## src/rtl/vigenere_pkg.sv

```systemverilog
// rtl/vigenere_pkg.sv - shared encodings and helpers for the vigenere stream cipher
package vigenere_pkg;

    localparam logic MODE_ENC = 1'b0;
    localparam logic MODE_DEC = 1'b1;

    typedef enum logic {
        S_NOKEY = 1'b0,
        S_RUN   = 1'b1
    } state_t;

    // A one-symbol key still needs a 1-bit index port.
    function automatic int idx_width(input int n);
        return (n > 1) ? $clog2(n) : 1;
    endfunction

endpackage

```

## src/rtl/key_index_counter.sv

```systemverilog
// rtl/key_index_counter.sv - repeating key index with clear > last > wrap priority
module key_index_counter
    import vigenere_pkg::*;
#(
    parameter int  p_secret_length = 6,
    localparam int IW              = idx_width(p_secret_length)
) (
    input  logic          clk,
    input  logic          rst_n,
    input  logic          clear,
    input  logic          advance,
    input  logic          last,
    output logic [IW-1:0] idx
);

    logic at_end;

    assign at_end = (idx == IW'(p_secret_length - 1));

    always_ff @(posedge clk or negedge rst_n) begin
        if (!rst_n) begin
            idx <= '0;
        end else if (clear) begin
            idx <= '0;
        end else if (advance) begin
            if (last || at_end) begin
                idx <= '0;
            end else begin
                idx <= idx + IW'(1);
            end
        end
    end

endmodule

```

## src/rtl/vigenere_stream.sv

```systemverilog
// rtl/vigenere_stream.sv - byte-serial repeating-key add/subtract cipher with a
// single-entry output register and per-message key index rewind
module vigenere_stream
    import vigenere_pkg::*;
#(
    parameter int  p_secret_length = 6,
    parameter int  p_data_width    = 8,
    localparam int IW              = idx_width(p_secret_length)
) (
    input  logic                                  i_w_clk,
    input  logic                                  i_w_rst_n,
    input  logic [p_secret_length*p_data_width-1:0] i_w_secret,
    input  logic                                  i_w_key_load,
    input  logic                                  i_w_valid,
    output logic                                  o_w_ready,
    input  logic [p_data_width-1:0]               i_w_data,
    input  logic                                  i_w_mode,
    input  logic                                  i_w_last,
    output logic                                  o_r_valid,
    input  logic                                  i_w_ready,
    output logic [p_data_width-1:0]               o_r_data,
    output logic                                  o_r_last,
    output logic [IW-1:0]                         o_r_key_idx
);

    state_t                  state_q, state_d;
    logic [p_data_width-1:0] key_sym [p_secret_length];
    logic [p_data_width-1:0] sel_sym;
    logic [p_data_width-1:0] result;
    logic                    accept;

    always_ff @(posedge i_w_clk or negedge i_w_rst_n) begin
        if (!i_w_rst_n) begin
            state_q <= S_NOKEY;
        end else begin
            state_q <= state_d;
        end
    end

    // A load cycle never accepts a beat, so the new key applies from the next beat.
    always_comb begin
        state_d   = state_q;
        o_w_ready = 1'b0;
        case (state_q)
            S_NOKEY: begin
                if (i_w_key_load) begin
                    state_d = S_RUN;
                end
            end
            S_RUN: begin
                o_w_ready = !i_w_key_load && (!o_r_valid || i_w_ready);
            end
        endcase
    end

    assign accept = i_w_valid && o_w_ready;

    // Symbol 0 sits in the most significant slot, like a packed string literal.
    always_ff @(posedge i_w_clk or negedge i_w_rst_n) begin
        if (!i_w_rst_n) begin
            for (int i = 0; i < p_secret_length; i++) begin
                key_sym[i] <= '0;
            end
        end else if (i_w_key_load) begin
            for (int i = 0; i < p_secret_length; i++) begin
                key_sym[i] <= i_w_secret[(p_secret_length-1-i)*p_data_width +: p_data_width];
            end
        end
    end

    key_index_counter #(
        .p_secret_length(p_secret_length)
    ) u_key_index_counter (
        .clk    (i_w_clk),
        .rst_n  (i_w_rst_n),
        .clear  (i_w_key_load),
        .advance(accept),
        .last   (i_w_last),
        .idx    (o_r_key_idx)
    );

    always_comb begin
        sel_sym = '0;
        for (int i = 0; i < p_secret_length; i++) begin
            if (o_r_key_idx == IW'(i)) begin
                sel_sym = key_sym[i];
            end
        end
    end

    always_comb begin
        result = i_w_data + sel_sym;
        case (i_w_mode)
            MODE_ENC: result = i_w_data + sel_sym;
            MODE_DEC: result = i_w_data - sel_sym;
            default:  result = i_w_data + sel_sym;
        endcase
    end

    always_ff @(posedge i_w_clk or negedge i_w_rst_n) begin
        if (!i_w_rst_n) begin
            o_r_valid <= 1'b0;
            o_r_data  <= '0;
            o_r_last  <= 1'b0;
        end else if (accept) begin
            o_r_valid <= 1'b1;
            o_r_data  <= result;
            o_r_last  <= i_w_last;
        end else if (i_w_ready) begin
            o_r_valid <= 1'b0;
        end
    end

endmodule

```

## config.mk

```make
export PLATFORM = sky130hd
export DESIGN_NAME = vigenere_stream
export DESIGN_NICKNAME = d
export VERILOG_FILES = /design/src/rtl/vigenere_pkg.sv /design/src/rtl/key_index_counter.sv /design/src/rtl/vigenere_stream.sv
export SDC_FILE = /design/constraint.sdc
export NUM_CORES = 1
export LEC_CHECK = 0
export CAP_MARGIN = 20
export CELL_PAD_IN_SITES_DETAIL_PLACEMENT = 0
export CELL_PAD_IN_SITES_GLOBAL_PLACEMENT = 1
export CORE_MARGIN = 5
export CORE_UTILIZATION = 41
export CTS_BUF_LIST = sky130_fd_sc_hd__clkbuf_8
export CTS_CLUSTER_DIAMETER = 60
export DETAILED_ROUTE_END_ITERATION = 12
export GPL_TIMING_DRIVEN = 0
export HOLD_SLACK_MARGIN = 0.08
export PLACE_DENSITY = 0.91
export SYNTH_ARGS = -nofsm -noshare
export SYNTH_HDL_FRONTEND = slang
export SYNTH_HIERARCHICAL = 1
export SYNTH_SLANG_ARGS = --single-unit
```

## constraint.sdc

```tcl
create_clock -name i_w_clk -period 3.4 [get_ports i_w_clk]
set_input_delay 0.68 -clock i_w_clk [delete_from_list [all_inputs] [get_ports i_w_clk]]
set_output_delay 0.68 -clock i_w_clk [all_outputs]
set_load 0.02 [all_outputs]
```

Word level (Yosys, flattened, before mapping):

Cells that the tools add are included.

* $add $sub $neg: 3
* equality and inequality tests: 5
* mux-type cells: 15
* bitwise operators: 1
* reduce and logical (&&, ||, !) cells: 9

Operators by type and width (number)
* 2-to-1 mux 8 bit: 6
* case mux 8 bit (2 select lines): 1
* 2-to-1 mux 3 bit: 3
* adder 8 bit: 1
* subtractor 8 bit: 1
* equality test 3 x 2 -> 1 bit, second input constant: 2
* equality test 3 bit, second input constant: 2
* 2-to-1 mux 1 bit: 5
* nonzero test 2 bit: 2
* adder 3 x 1 -> 3 bit, second input constant: 1
* equality test 3 x 1 -> 1 bit, second input constant: 1
* logical NOT 3 bit: 1
* logical AND 1 bit: 2
* logical NOT 1 bit: 2
* logical OR 1 bit: 2
* inverter 1 bit: 1

* register bits after elaboration: 62
* bits of input ports: 63
* output and inout bits: 14
* word-level logic and storage cells: 44

Longest topological paths before layout:

Gate-level depths: netlist of the first run.

* depth in word-level cells: 9
* mapped depth: 14
* gate-level depth less buffers: 13

Modules after synthesis:

Netlist of the first run, hierarchy kept.

Modules (own cells, without submodules)
* vigenere_stream: instances 1, cells an instance 276, area an instance 3278.1 um2, sequential area each 1476.4 um2
* key_index_counter: instances 1, cells an instance 19, area an instance 181.4 um2, sequential area each 75.1 um2

Worst setup path after synthesis of the first run:

OpenSTA, ideal clock, no wires.

* path kind: register -> register
* start: reg u_key_index_counter.idx[0]
* end: reg o_r_data[7]
* setup time: 0.069 ns
* arrival: 3.130 ns
* data required time: 3.331 ns
* path slack: 0.201 ns
* cell stages (with the launch flop): 14
* buffers on the path: 0
* clock period less this slack: 3.199 ns
* cell sequence: dfrtp_1 mux4_2 o2bb2ai_2 a211oi_2 nor2b_1 nor2_1 xnor2_1 ha_1 and2_1 o21ai_0 nand3_1 a2111oi_0 mux2i_1 nand3_1

* cells in the longest elaborated chain, start to end: 9
* elaborated cells on any way between the ends: 15
* those cells by class: 2 x add/sub; 5 x eq/ne; 7 x mux; 1 x reduce/logical

RTL lines
* start: declaration: line key_index_counter.sv:13 `output logic [IW-1:0] idx`
* start signal: assignment: line key_index_counter.sv:29 `idx <= idx + IW'(1);`
* logical NOT 3 bit: line vigenere_stream.sv:85 `if (o_r_key_idx == IW'(i)) begin`
* 2-to-1 mux 8 bit (5 in series): line vigenere_stream.sv:85
* 2-to-1 mux 8 bit *: line vigenere_stream.sv:85
* subtractor 8 bit / adder 8 bit (equally long branches)
* case mux 8 bit (2 select lines) *: line vigenere_stream.sv:93 `case (i_w_mode)`
* end signal: assignment: line vigenere_stream.sv:107 `o_r_data <= result;`
* end: declaration: line vigenere_stream.sv:21 `output logic [p_data_width-1:0] o_r_data,`

Mark *: on every way between the ends. The rest lies on a longest branch, timed or not.
A chain may end at the register's enable or synchronous reset.

Worst setup path after layout of the first run:

* start: in i_w_key_load
* end: out o_w_ready

* cells in the longest elaborated chain, start to end: 3

RTL lines
* start: declaration: line vigenere_stream.sv:13 `input logic i_w_key_load,`
* logical NOT 1 bit: line vigenere_stream.sv:51 `o_w_ready = !i_w_key_load && (!o_r_valid || i_w_ready);`
* logical AND 1 bit: line vigenere_stream.sv:51
* 2-to-1 mux 1 bit: line vigenere_stream.sv:44 `case (state_q)`
* end: declaration: line vigenere_stream.sv:15 `output logic o_w_ready,`

No other way between the ends.

==> metrics.txt, run 1 <==
status finished clean; latest clock arrival within the worst-skew pair roughly 0.34 ns; number of buffers on the longest clock path 2; areal power density over the cells between 400 and 500 nW/um^2; highest ir drop seen on vdd approximately 0.00031 V; worst slew pin tran 0.694 ns; x dimension of the die just over 100 um; proportion of synthesized flip-flops having asynchronous set or reset between 90% and 100%; Iter 0 DRT Violations 84; initial antenna violation count 0; Netlist Area Pre-Place 3460 um^2; fraction of final layout cells sized beyond drive strength 1 28.1%; instance count of the mapped netlist 295; Final Hold Violating Endpoints 0; number of cells in the design after placement between 400 and 500; floorplan die height 102 um; First-pass DRT Iterations 4; net count of the mapped netlist approximately 370; CTS H-tree depth 3; register area share after synthesis approximately 45%; P&R area growth vs syn 38.2%; Setup crit end kind output pin; Tightest Hold Check Type in -> async; pin count of the biggest net entering global routing 41; post-route antenna net violation count 0; Fmax ~310 MHz; worst clock skew on the final layout 0.00615 ns; register bit count reported by yosys 62; number of hold buffers added after CTS 0; slew margin rel. between 50% and 60%; number of fill cells in the layout between 600 and 700; # nets final 467; number of enable-type register cells in the synthesized netlist 0; fraction of post-synthesis cell area in the top cell type by area 44.8%; library cell occupying the most area in the post-synthesis netlist dfrtp_1; top flip-flop cell by instance count after synthesis dfrtp_1; via density per instance ~5.2; Avg WL per Cell 16.4 um; Multi-input gate area roughly 1900 um^2; Slew Viols, Final 0; Max Cap Viol 0; most common cell in the netlist dfrtp_1; Data arrival, critical path ~2.6 ns; ant diodes 0; total leakage power roughly 1.9 nW; Setup Viol. Count Final 0; post-route fraction of the period consumed by the critical path between 90% and 100%; routability congestion estimate from global placement 0.832; top cells by area in the synthesized netlist dfrtp_1 (45%), mux2_2 (16%), mux2i_1 (4.9%); full die area between 10000 and 15000 um^2; library cells used by synthesis 60; DRC violation count after routing 0; number of buffers inserted during clock tree synthesis 9; Warnings, synthesis 6; Overflow after GRT 0; clock-pin slew on the worst setup and hold paths 0.07 ns; via count around 2600; standard-cell row count 33; CTS tree built; total core area 8220 um^2; worst-case hold slack around 0.31 ns; Crit path required time around 2.7 ns; Mean Syn Cell Area approximately 12 um^2; largest fanout of any net on the critical path 10; number of global-route vias before repair between 2000 and 3000; post-layout min period roughly 3.3 ns; number of standard cells in the final layout excluding fillers 503; Detailed Place HPWL about 6100 um; root buffer cell clkbuf_8; starting utilization of the core area between 40 and 50%; overall power about 2.3 mW; post-detailed-routing wire length around 8300 um; number of sinks on the clock net 62; register area between 1500 and 2000 um^2; unrepaired setup endpoints after global routing true; most common library cells after synthesis dfrtp_1 (62), mux2_2 (48), nand2_1 (18), mux2i_1 (17); wire length of the first global-routing pass between 10000 and 15000 um; number of top-level pins 77; critical path startpoint category primary input; global-route usage over all layers 16.7%; critical path start-end classification in -> out; count of input and output buffers 75
-- registers in the layout (all words and copies together) (netlist names) --
register	flops
o_r_valid	1
u_key_index_counter/idx	3
o_r_last	1
key_sym	48
o_r_data	8
state_q	1
-- layout make-up --
cell class	count	share of cell area [%]
tap	105	2.75
buffer	15	2.51
clock buffer	10	2.88
clock inverter	6	1.96
sequential	62	32.5
inverter	10	0.864
timing repair buffer	87	17.7
multi-input combinational	208	38.8
-- report_power, final --
part	internal [mW]	switching [mW]	total [mW]
clock	0.438	0.308	0.746
combinational	0.350	0.299	0.649
sequential	0.834	0.0557	0.890
-- placed cells by master, fill, tap and decap left out, drive strengths merged, types with 8 or more instances in the layout --
cell type,netlist,routed
clkdlybuf4s50,0,74
dfrtp,62,62
mux2,49,49
buf,7,20
nand2,18,18
mux2i,18,18
clkbuf,8,18
o21ai,16,16
nor2,15,15
ha,10,10
inv,9,10
a21oi,8,8
-- routing by layer --
| metal | vias up | track usage [%] | part of all wire (%) |
|---|---|---|---|
| li1 | 1267 | - | - |
| met1 | 1256 | 21.7 | 46 |
| met3 | 13 | 3.89 | 5.0 |
| met4 | 0 | 6.66 | 1.6 |
| met2 | 76 | 27.2 | 48 |
| met5 | - | 0 | 0 |
-- stage by stage --
step           util [%]  setup TNS, ns  worst slack (ns)  instance area (um^2)
5_1_grt            58.2        -0.0450           -0.0450                  4780
2_1_floorplan         -              0             0.201                  3460
3_3_place_gp       52.8         -18.28            -0.297                  4340
3_5_place_dp       53.0         -0.162            -0.138                  4360
4_1_cts            55.9              0           0.00460                  4590
6_report           58.2              0             0.122                  4780
-- kinds of logic (layout without fill, tap and decap cells) --
logic type,after synthesis,after routing,share of synthesized area [%]
AOI/OAI and AO/OA,46,46,8.93
xor gates and xnor gates,10,10,2.53
adders and majority gates,11,11,4.20
buffers and inverters,25,128,4.16
DFF,62,62,44.8
muxes,69,69,22.9
and+or+nand+nor,72,72,12.4
-- path summary, 6_finish.rpt --
kind / from / endpoint / slack (ns) / cells past startpoint
worst max-delay path: i_w_key_load / o_w_ready / 0.12 / 5
worst min-delay path: i_w_rst_n / key_sym[46] / 0.31 / 1
worst max register to register: u_key_index_counter/idx[0] / o_r_data[7] / 0.14 / 12
worst min register to register: o_r_last / o_r_last / 0.48 / 2
max in group asynchronous: i_w_rst_n / u_key_index_counter/idx[0] / 2.47 / 2
min in group i_w_clk: o_r_last / o_r_last / 0.48 / 2
-- critical path, cell delays in order --
cell,delay (ns)
clkdlybuf4s50_1,0.53
clkbuf_1,0.29
clkbuf_2,0.33
and3b_1,0.23
clkdlybuf4s50_1,0.54
-- repair_timing --
action / CTS / global route
setup endpoints to repair: 2 / 2
pin swaps: 0 / 12
cloned: 0 / 0
buffers inserted: 0 / 11
gates resized for setup: 3 / 22
Note: power is estimated with default switching activity, not from simulation.
==> run 2: changes to the inputs <==
--- a/config.mk
+++ b/config.mk
@@ -8,7 +8,6 @@
 export CAP_MARGIN = 20
 export CELL_PAD_IN_SITES_DETAIL_PLACEMENT = 0
 export CELL_PAD_IN_SITES_GLOBAL_PLACEMENT = 1
-export CORE_MARGIN = 5
 export CORE_UTILIZATION = 41
 export CTS_BUF_LIST = sky130_fd_sc_hd__clkbuf_8
 export CTS_CLUSTER_DIAMETER = 60
==> run 2 against run 1 <==
Net effect: setup slack got worse by 0.015 ns; maximum frequency shrank 0.45%; sequential power about the same; total power fell by 8.6%; non-clock buffer count decreased by 3; register-to-register slack worse by 0.03 ns; sequential share of layout area increased by 0.65 points; clock-buffer cell count unchanged; critical endpoint unchanged.
==> metrics.txt, run 2 (synthesis gave the netlist of run 1 again) <==
status finished clean; worst-case hold slack 0.389 ns (+0.0737 ns); number of sinks on the clock net 62 (unchanged); root buffer cell clkbuf_8; critical path startpoint category primary input; number of hold buffers added after CTS 0 (unchanged); total leakage power 1.91 nW (-1.8%); via count 2579 (-1.3%); pin count of the biggest net entering global routing 33 (-20%); routability congestion estimate from global placement 0.817 (-1.8%); Slew Viols, Final 0 (unchanged); Avg WL per Cell 16.0 um (-2.3%); starting utilization of the core area 42.3% (+0.21 points); register-to-register setup slack 0.11 ns (-0.03 ns); list of cells traversed by the critical path clkdlybuf4s50_1 > clkbuf_1 > buf_2 > and3b_1 > clkdlybuf4s50_1; via density per instance 5.16 (-0.67%); slew margin rel. 52.0% (-1.8 points); areal power density over the cells 445 nW/um^2 (-6.8%); highest ir drop seen on vdd 0.000214 V (-31%); most common cell after layout, fill and taps aside clkdlybuf4s50_1; Slowest-stage cell, CP clkdlybuf4s50_1; latest clock arrival within the worst-skew pair 0.34 ns (about the same); flip-flop count of the largest register after layout 48 (unchanged); initial antenna violation count 0 (unchanged); delay of the slowest cell on the worst path 0.54 ns (about the same); post-route antenna net violation count 0 (unchanged); Crit path required time 2.72 ns (about the same); First-pass DRT Iterations 4 (unchanged); number of global-route vias before repair 2614 (-5.0%); unrepaired setup endpoints after global routing true; Tightest Hold Check Type in -> async; largest fanout of any net on the critical path 10 (unchanged); Iter 0 DRT Violations 111 (+32%); worst clock skew on the final layout 0.00675 ns (+0.000603 ns); Regs by FF count key_sym x48, o_r_data x8, u_key_index_counter/idx x3; number of top-level pins 77 (unchanged); post-route fraction of the period consumed by the critical path 96.9% (+0.43 points); post-detailed-routing wire length 8020 um (-2.8%); number of buffers inserted during clock tree synthesis 9 (unchanged); CTS tree built; library cell appearing most often on the critical path clkdlybuf4s50_1; register with the most flip-flops key_sym; Data arrival, critical path 2.61 ns (about the same); clock-pin slew on the worst setup and hold paths 0.07 ns (about the same); Cell Area, Placed 4360 um^2 (unchanged); worst slew pin tran 0.720 ns (+0.0267 ns); Final Hold Violating Endpoints 0 (unchanged); net load switching power 0.633 mW (-4.4%); post-layout min period 3.29 ns (+0.0147 ns); # nets final 464 (-0.64%); part of the power in registers 42.5% (+3.6 points); fraction of final layout cells sized beyond drive strength 1 27.1% (-1.1 points); commonest cells after routing, fill and taps aside clkdlybuf4s50_1 (74), dfrtp_1 (61), mux2_2 (48), nand2_1 (18), mux2i_1 (16); depth of the most critical reg-to-reg path 13 (+1); cell area after layout 4690 um^2 (-2.0%); Setup Viol. Count Final 0 (unchanged); CTS H-tree depth 3 (unchanged); number of fill cells in the layout 684 (+1.8%); floorplan die height 93.9 um (-7.9%); full die area 8810 um^2 (-15%); critical path start-end classification in -> out; number of buffers on the longest clock path 2 (unchanged); x dimension of the die 93.9 um (-7.9%); Overflow after GRT 0 (unchanged); global-route usage over all layers 19.2% (+2.5 points); ant diodes 0 (unchanged); wire length of the first global-routing pass 12700 um (-4.3%); DRC violation count after routing 0 (unchanged); Fmax 304 MHz (-0.45%); launching point of the worst reg2reg path u_key_index_counter/idx[0]; switch share 30.3% (+1.3 points); destination of the worst register-to-register timing path o_r_data[7]; total core area 8180 um^2 (-0.50%); Internal 1.45 mW (-10%); Clock Power Share 26.4% (-6.2 points); count of input and output buffers 75 (unchanged); Detailed Place HPWL 5880 um (-3.4%); Setup crit end kind output pin; P&R area growth vs syn 35.5%; standard-cell row count 33 (unchanged); Max Cap Viol 0 (unchanged); relative contribution of combinational cells to total power 31.0% (+2.6 points)
==> run 2: cell type report <==
type                    instances  area (um^2)  area share [%]
inverters                      10         41.3           0.881
clock buffers                  10          138            2.94
multi-input cells             208         1850            39.5
plain buffers                  15          115            2.46
repair buffers                 84          826            17.6
flip-flops and latches         62         1550            33.1
clock inverters                 6         30.0           0.641
well taps                     105          131            2.80
==> run 2: worst max path at each step <==
stage	cells past startpoint	end	slack, ns	start
2_1_floorplan	13	o_r_data[7]	0.20	u_key_index_counter/idx[0]
3_3_place_gp	1	key_sym[38]	-0.27	i_w_rst_n
3_5_place_dp	13	o_r_data[7]	-0.19	u_key_index_counter/idx[0]
4_1_cts	13	o_r_data[7]	0.01	u_key_index_counter/idx[0]
5_1_grt	13	o_r_data[7]	-0.09	u_key_index_counter/idx[0]
6_report	5	o_w_ready	0.11	i_w_key_load
==> run 2: per-layer routing <==
metal | global-route usage, % | up-vias | wire length (um)
met5 | 0 | - | 0
met3 | 5.02 | 12 | 428
met1 | 25.3 | 1226 | 3660
li1 | - | 1263 | -
met2 | 30.4 | 78 | 3790
met4 | 7.18 | 0 | 136
==> run 2: metrics by stage <==
stage | utilization [%] | setup WS, ns | cells | total power, mW | TNS [ns]
floorplan | - | 0.201 | 295 | 1.24 | 0
global placement | 53.1 | -0.272 | 475 | 1.46 | -16.72
detailed placement | 53.3 | -0.186 | 476 | 1.49 | -0.255
CTS | 55.4 | 0.0101 | 492 | 2.05 | 0
global route | 57.3 | -0.0902 | 500 | 2.21 | -0.108
finish | 57.3 | 0.107 | 500 | 2.09 | 0
==> run 2: critical path: cells and delay by family <==
| family | cells | cell delay (ns) |
|---|---|---|
| AND/OR/NAND/NOR | 1 | 0.22 |
| buffers and inverters | 4 | 1.71 |
==> run 2: timing repair <==
item                       4_1_cts  5_1_grt
resized for setup                4       20
buffers inserted                 0        8
pin swaps                        0        7
cloned                           0        0
setup endpoints to repair        2        4
==> run 2: power by group through the flow <==
| stage | Clock, mW | Combinational [mW] | Sequential (mW) |
|---|---|---|---|
| 3_5_place_dp | 0 | 0.583 | 0.902 |
| 3_3_place_gp | 0 | 0.564 | 0.897 |
| 2_1_floorplan | 0 | 0.299 | 0.940 |
| 4_1_cts | 0.572 | 0.587 | 0.888 |
| 6_report | 0.552 | 0.648 | 0.887 |
| 5_1_grt | 0.605 | 0.703 | 0.901 |
==> run 3: changes to the inputs <==
--- a/config.mk
+++ b/config.mk
@@ -5,7 +5,7 @@
 export SDC_FILE = /design/constraint.sdc
 export NUM_CORES = 1
 export LEC_CHECK = 0
-export CAP_MARGIN = 20
+export CAP_MARGIN = 40
 export CELL_PAD_IN_SITES_DETAIL_PLACEMENT = 0
 export CELL_PAD_IN_SITES_GLOBAL_PLACEMENT = 1
 export CORE_UTILIZATION = 41
@@ -15,6 +15,7 @@
 export GPL_TIMING_DRIVEN = 0
 export HOLD_SLACK_MARGIN = 0.08
 export PLACE_DENSITY = 0.91
+export SLEW_MARGIN = 40
 export SYNTH_ARGS = -nofsm -noshare
 export SYNTH_HDL_FRONTEND = slang
 export SYNTH_HIERARCHICAL = 1
==> run 3 against run 2 <==
Net effect: clock skew unchanged; combinational power about the same; clock power about the same; sequential power about the same; sequential share of layout area about the same; critical path depth unchanged; first-iteration DRC count unchanged; total power about the same; cell count unchanged; utilization about the same; non-clock buffer count unchanged; critical endpoint unchanged.
==> metrics.txt, run 3 (synthesis gave the netlist of run 1 again) <==
worst-case hold slack 0.268 ns (-0.121 ns); # nets final 464 (unchanged); latest clock arrival within the worst-skew pair 0.34 ns (about the same); CTS H-tree depth 3 (unchanged); status finished clean; Avg WL per Cell 16.0 um (unchanged); number of buffers on the longest clock path 2 (unchanged); Setup crit end kind output pin; depth of the most critical reg-to-reg path 13 (unchanged); count of input and output buffers 75 (unchanged); floorplan die height 93.9 um (unchanged); slew margin rel. 54.7% (+2.8 points); Overflow after GRT 0 (unchanged); CTS tree built; Detailed Place HPWL 5880 um (about the same); Regs by FF count key_sym x48, o_r_data x8, u_key_index_counter/idx x3; Tightest Hold Check Type in -> async; via density per instance 5.16 (unchanged); areal power density over the cells 445 nW/um^2 (about the same); pin count of the biggest net entering global routing 33 (unchanged); starting utilization of the core area 42.3% (unchanged); total leakage power 1.91 nW (about the same); destination of the worst register-to-register timing path o_r_data[7]; largest fanout of any net on the critical path 10 (unchanged); Fmax 304 MHz (unchanged); launching point of the worst reg2reg path u_key_index_counter/idx[0]; number of sinks on the clock net 62 (unchanged); root buffer cell clkbuf_8; register-to-register setup slack 0.11 ns (about the same); x dimension of the die 93.9 um (unchanged); flip-flop count of the largest register after layout 48 (unchanged); post-layout min period 3.29 ns (unchanged); number of buffers inserted during clock tree synthesis 9 (unchanged); wire length of the first global-routing pass 12700 um (unchanged); commonest cells after routing, fill and taps aside clkdlybuf4s50_1 (74), dfrtp_1 (61), mux2_2 (48), nand2_1 (18), mux2i_1 (16); critical path startpoint category primary input; ant diodes 0 (unchanged); highest ir drop seen on vdd 0.000214 V (unchanged); First-pass DRT Iterations 4 (unchanged); utilization after layout 57.4% (about the same); number of global-route vias before repair 2614 (unchanged); Crit path required time 2.72 ns (about the same); Slew Viols, Final 0 (unchanged); Final Hold Violating Endpoints 0 (unchanged); worst clock skew on the final layout 0.00675 ns (unchanged); most common cell after layout, fill and taps aside clkdlybuf4s50_1; launch point of the critical path i_w_key_load; post-route antenna net violation count 0 (unchanged); clock-pin slew on the worst setup and hold paths 0.07 ns (about the same); Max Cap Viol 0 (unchanged); DRC violation count after routing 0 (unchanged); initial antenna violation count 0 (unchanged); standard-cell row count 33 (unchanged); total core area 8180 um^2 (unchanged); Setup Viol. Count Final 0 (unchanged); number of top-level pins 77 (unchanged); full die area 8810 um^2 (unchanged); critical path start-end classification in -> out; via count 2579 (unchanged); register with the most flip-flops key_sym; global-route usage over all layers 19.2% (unchanged); worst slew pin tran 0.679 ns (-0.0414 ns); fraction of final layout cells sized beyond drive strength 1 27.1% (unchanged); Iter 0 DRT Violations 111 (unchanged); Data arrival, critical path 2.61 ns (about the same); P&R area growth vs syn 35.6% (about the same); unrepaired setup endpoints after global routing true; post-detailed-routing wire length 8020 um (unchanged); post-route fraction of the period consumed by the critical path 96.9% (unchanged); routability congestion estimate from global placement 0.817 (unchanged)
==> run 3: cell type report <==
type | count | area, um^2
Clock buffer | 10 | 138
Inverter | 10 | 41.3
Multi-Input combinational cell | 208 | 1850
Buffer | 15 | 115
Tap cell | 105 | 131
Fill cell | 684 | 3490
Clock inverter | 6 | 30.0
Timing Repair Buffer | 84 | 828
Sequential cell | 62 | 1550
==> run 3: worst max-delay path by stage <==
stage | to | slack, ns
after floorplan | o_r_data[7] | 0.20
after global placement | key_sym[38] | -0.27
after detailed placement | o_r_data[7] | -0.19
after CTS | o_r_data[7] | 0.01
after global routing | o_r_data[7] | -0.09
final | o_w_ready | 0.11
==> run 3: what timing repair did <==
item | CTS | global route
buffers inserted | 0 | 8
gates resized for setup | 4 | 20
pin swaps | 0 | 7
setup endpoints to repair | 2 | 4
hold buffers | 0 | 0
==> run 3: critical path, stage by stage <==
cell	delay (ns)
clkdlybuf4s50_1	0.54
clkbuf_1	0.31
buf_2	0.32
and3b_1	0.22
clkdlybuf4s50_1	0.54
==> run 3: routing by layer <==
layer  share of wire (%)  routed length [um]  GRT usage, %  vias up
met5                   0                   0             0        -
met4                 1.7                 136          7.18        0
met3                 5.4                 429          5.02       12
li1                    -                   -             -     1263
met2                  47                3790          30.4       78
met1                  46                3660          25.3     1226
==> run 3: stage by stage <==
step	setup WS [ns]	cell area (um^2)	cells	TNS (ns)	total power, mW
after floorplan	0.201	3460	295	0	1.24
after global placement	-0.272	4340	475	-16.72	1.46
after detailed placement	-0.186	4360	476	-0.255	1.49
after CTS	0.0101	4530	492	0	2.05
after global routing	-0.0902	4690	500	-0.108	2.21
final	0.107	4690	500	0	2.09
==> run 3: report_power, final <==
part           internal [mW]  total, mW  leakage (nW)  switching [mW]
registers              0.834      0.887         0.735          0.0529
logic                  0.345      0.648          1.08           0.303
clock network          0.275      0.552        0.0944           0.277
==> RTL edit (config.mk and constraints of run 1) <==
Register the inputs `i_w_key_load` and `i_w_mode` before use, cleared by the reset. The logic sees them one clock later. The other inputs are not delayed to match.
--- a/src/rtl/vigenere_stream.sv
+++ b/src/rtl/vigenere_stream.sv
@@ -24,4 +24,17 @@
 );
 
+    logic i_w_key_load_q;
+    logic i_w_mode_q;
+
+    always_ff @(posedge i_w_clk or negedge i_w_rst_n) begin
+        if (!i_w_rst_n) begin
+            i_w_key_load_q <= '0;
+            i_w_mode_q     <= '0;
+        end else begin
+            i_w_key_load_q <= i_w_key_load;
+            i_w_mode_q     <= i_w_mode;
+        end
+    end
+
     state_t                  state_q, state_d;
     logic [p_data_width-1:0] key_sym [p_secret_length];
@@ -44,10 +57,10 @@
         case (state_q)
             S_NOKEY: begin
-                if (i_w_key_load) begin
+                if (i_w_key_load_q) begin
                     state_d = S_RUN;
                 end
             end
             S_RUN: begin
-                o_w_ready = !i_w_key_load && (!o_r_valid || i_w_ready);
+                o_w_ready = !i_w_key_load_q && (!o_r_valid || i_w_ready);
             end
         endcase
@@ -62,5 +75,5 @@
                 key_sym[i] <= '0;
             end
-        end else if (i_w_key_load) begin
+        end else if (i_w_key_load_q) begin
             for (int i = 0; i < p_secret_length; i++) begin
                 key_sym[i] <= i_w_secret[(p_secret_length-1-i)*p_data_width +: p_data_width];
@@ -74,5 +87,5 @@
         .clk    (i_w_clk),
         .rst_n  (i_w_rst_n),
-        .clear  (i_w_key_load),
+        .clear  (i_w_key_load_q),
         .advance(accept),
         .last   (i_w_last),
@@ -91,5 +104,5 @@
     always_comb begin
         result = i_w_data + sel_sym;
-        case (i_w_mode)
+        case (i_w_mode_q)
             MODE_ENC: result = i_w_data + sel_sym;
             MODE_DEC: result = i_w_data - sel_sym;
Function: changed (Yosys sat finds a counterexample within 4 cycles, from zero or initial values and one cycle with i_w_rst_n low).
==> RTL edit against run 1 <==
Sequential cell count up 2; power up 3.4%; worst setup slack worse by 69 ps; sequential share of layout area down 0.088 points; cell area up 3.6%; die area up 1.3%; routed wire length up 3.3%; area after synthesis up 1.4%; register-to-register slack worse by 90 ps; critical path type is now flip-flop to flip-flop; critical endpoint is now o_r_data[7]; highest routed layer unchanged.
==> RTL edit: results <==
[status]
outcome = "complete, no violations"

[sta]
fin_worst_skew_ps = 10.7
max_slew_margin_pct = 53.5

[place]
dpl_cell_area_um2 = 4440
dp_hpwl_mm = 6.26
place.gp.congestion = 0.817
port-buffer-count = 76

[grt]
grt_max_degree = 27
grt_pass1_vias = 2764
grt_usage_pct = 16.6
grt_antenna_before_repair = 0
grt_pass1_wl_mm = 13.4

[clocking]
cts_root_buffer = "clkbuf_8"
clockBufferDepth = 2
numCtsBuffers = 9
clk_pin_slew_ps = 70
htreeDepth = 3
insertion_delay_ps = 340

[pwr]
p_leak_uw = 0.00202
irDropWorstVdd_mv = 0.295

[worst_setup_path]
cp_slowest_stage_delay_ps = 570
cp.arrival_ps = 3630
ff2ff_path_depth = 12
crit_fanout = 6
crit_slowest_cell = "mux4_2"

[yosys]
synthCells = 297
yosys-top-cells-count = "64 x dfrtp_1, 48 x mux2_2, 18 x nand2_1"
ys_warn_count = 6
ys_seq_area_share_pct = 45.6
synth.distinct_cells = 60
syn_nets = 371
synth_flop_cell = "dfrtp_1"
async_flop_share_pct = 100
synth.area.top_cells = "dfrtp_1 46%, mux2_2 15%, mux2i_1 4.8%"

[detailed_routing]
routed-via-count = 2656
ant_nets = 0
firstDrtPassIters = 4
routedWlPerCell_um = 16.6
drtIter0Drc = 102

[min_path]
hp-class = "primary input to asynchronous set/reset pin"

[final_layout]
nFillCells = 667
reg.largest.list = "key_sym: 48 flops, o_r_data: 8 flops, u_key_index_counter/idx: 3 flops"
antennaDiodeCount = 0
fin_cells = 512
largest_register_ffs = 48
fin_nets = 476
drive_gt1_share_pct = 30.7
## RTL edit: final timing paths
check	startpoint	endpoint	slack (ps)
max	u_key_index_counter/idx[0]	o_r_data[7]	50
min	i_w_rst_n	key_sym[38]	250
max reg2reg	u_key_index_counter/idx[0]	o_r_data[7]	50
min reg2reg	o_r_data[2]	o_r_data[2]	480
max in group asynchronous	i_w_rst_n	u_key_index_counter/idx[2]	2480
min in group i_w_clk	o_r_data[2]	o_r_data[2]	480
## RTL edit: metrics by stage
step,power (uW),setup WS [ps]
after floorplan,1260,201
after global placement,1490,-354
after detailed placement,1520,-315
after CTS,2280,1.62
after global routing,2480,-111
final,2360,52.7
## RTL edit: logic make-up after synthesis
family	Yosys count	share of synthesized area, %
fa+ha+maj	11	4.14
compound gates	46	8.81
xor+xnor	10	2.50
simple gates	72	12.2
flops	64	45.6
mux	69	22.6
buf+inv	25	4.10
## RTL edit: power by group
part,switching (uW),leakage [uW],internal [uW]
Sequential,55.5,0.000757,859
Clock,312,0.000117,436
Combinational,319,0.00115,380
Total,686,0.00202,1670
## RTL edit: layout make-up
type / instances / area, um2 / area share, %
multi-input combinational: 208 / 1910 / 38.5
sequential: 64 / 1600 / 32.4
timing repair buffer: 94 / 923 / 18.6
clock inverter: 6 / 91.3 / 1.84
inverter: 10 / 38.8 / 0.783
clock buffer: 10 / 138 / 2.78
buffer: 15 / 119 / 2.40
tap: 105 / 131 / 2.65
## RTL edit: routing by layer
metal	track usage, %	share of wire [%]	vias up
met1	20.9	43	1285
met2	27.8	50	71
li1	-	-	1282
met5	0	0	-
met4	6.76	2.3	0
met3	3.52	4.4	18
## RTL edit: repair_timing
| action | 4_1_cts | 5_1_grt |
|---|---|---|
| hold buffers | 0 | 0 |
| pin swaps | 0 | 16 |
| setup endpoints to repair | 2 | 2 |
| gates resized for setup | 7 | 29 |
| setup buffers | 0 | 16 |
## RTL edit: critical path: cells and delay by family (launching register included)
family / cells / cell delay (ps)
fa+ha+maj: 1 / 330
flops: 1 / 470
mux: 2 / 690
buf+inv: 1 / 150
simple gates: 2 / 450
xor+xnor: 1 / 180
compound gates: 5 / 1010
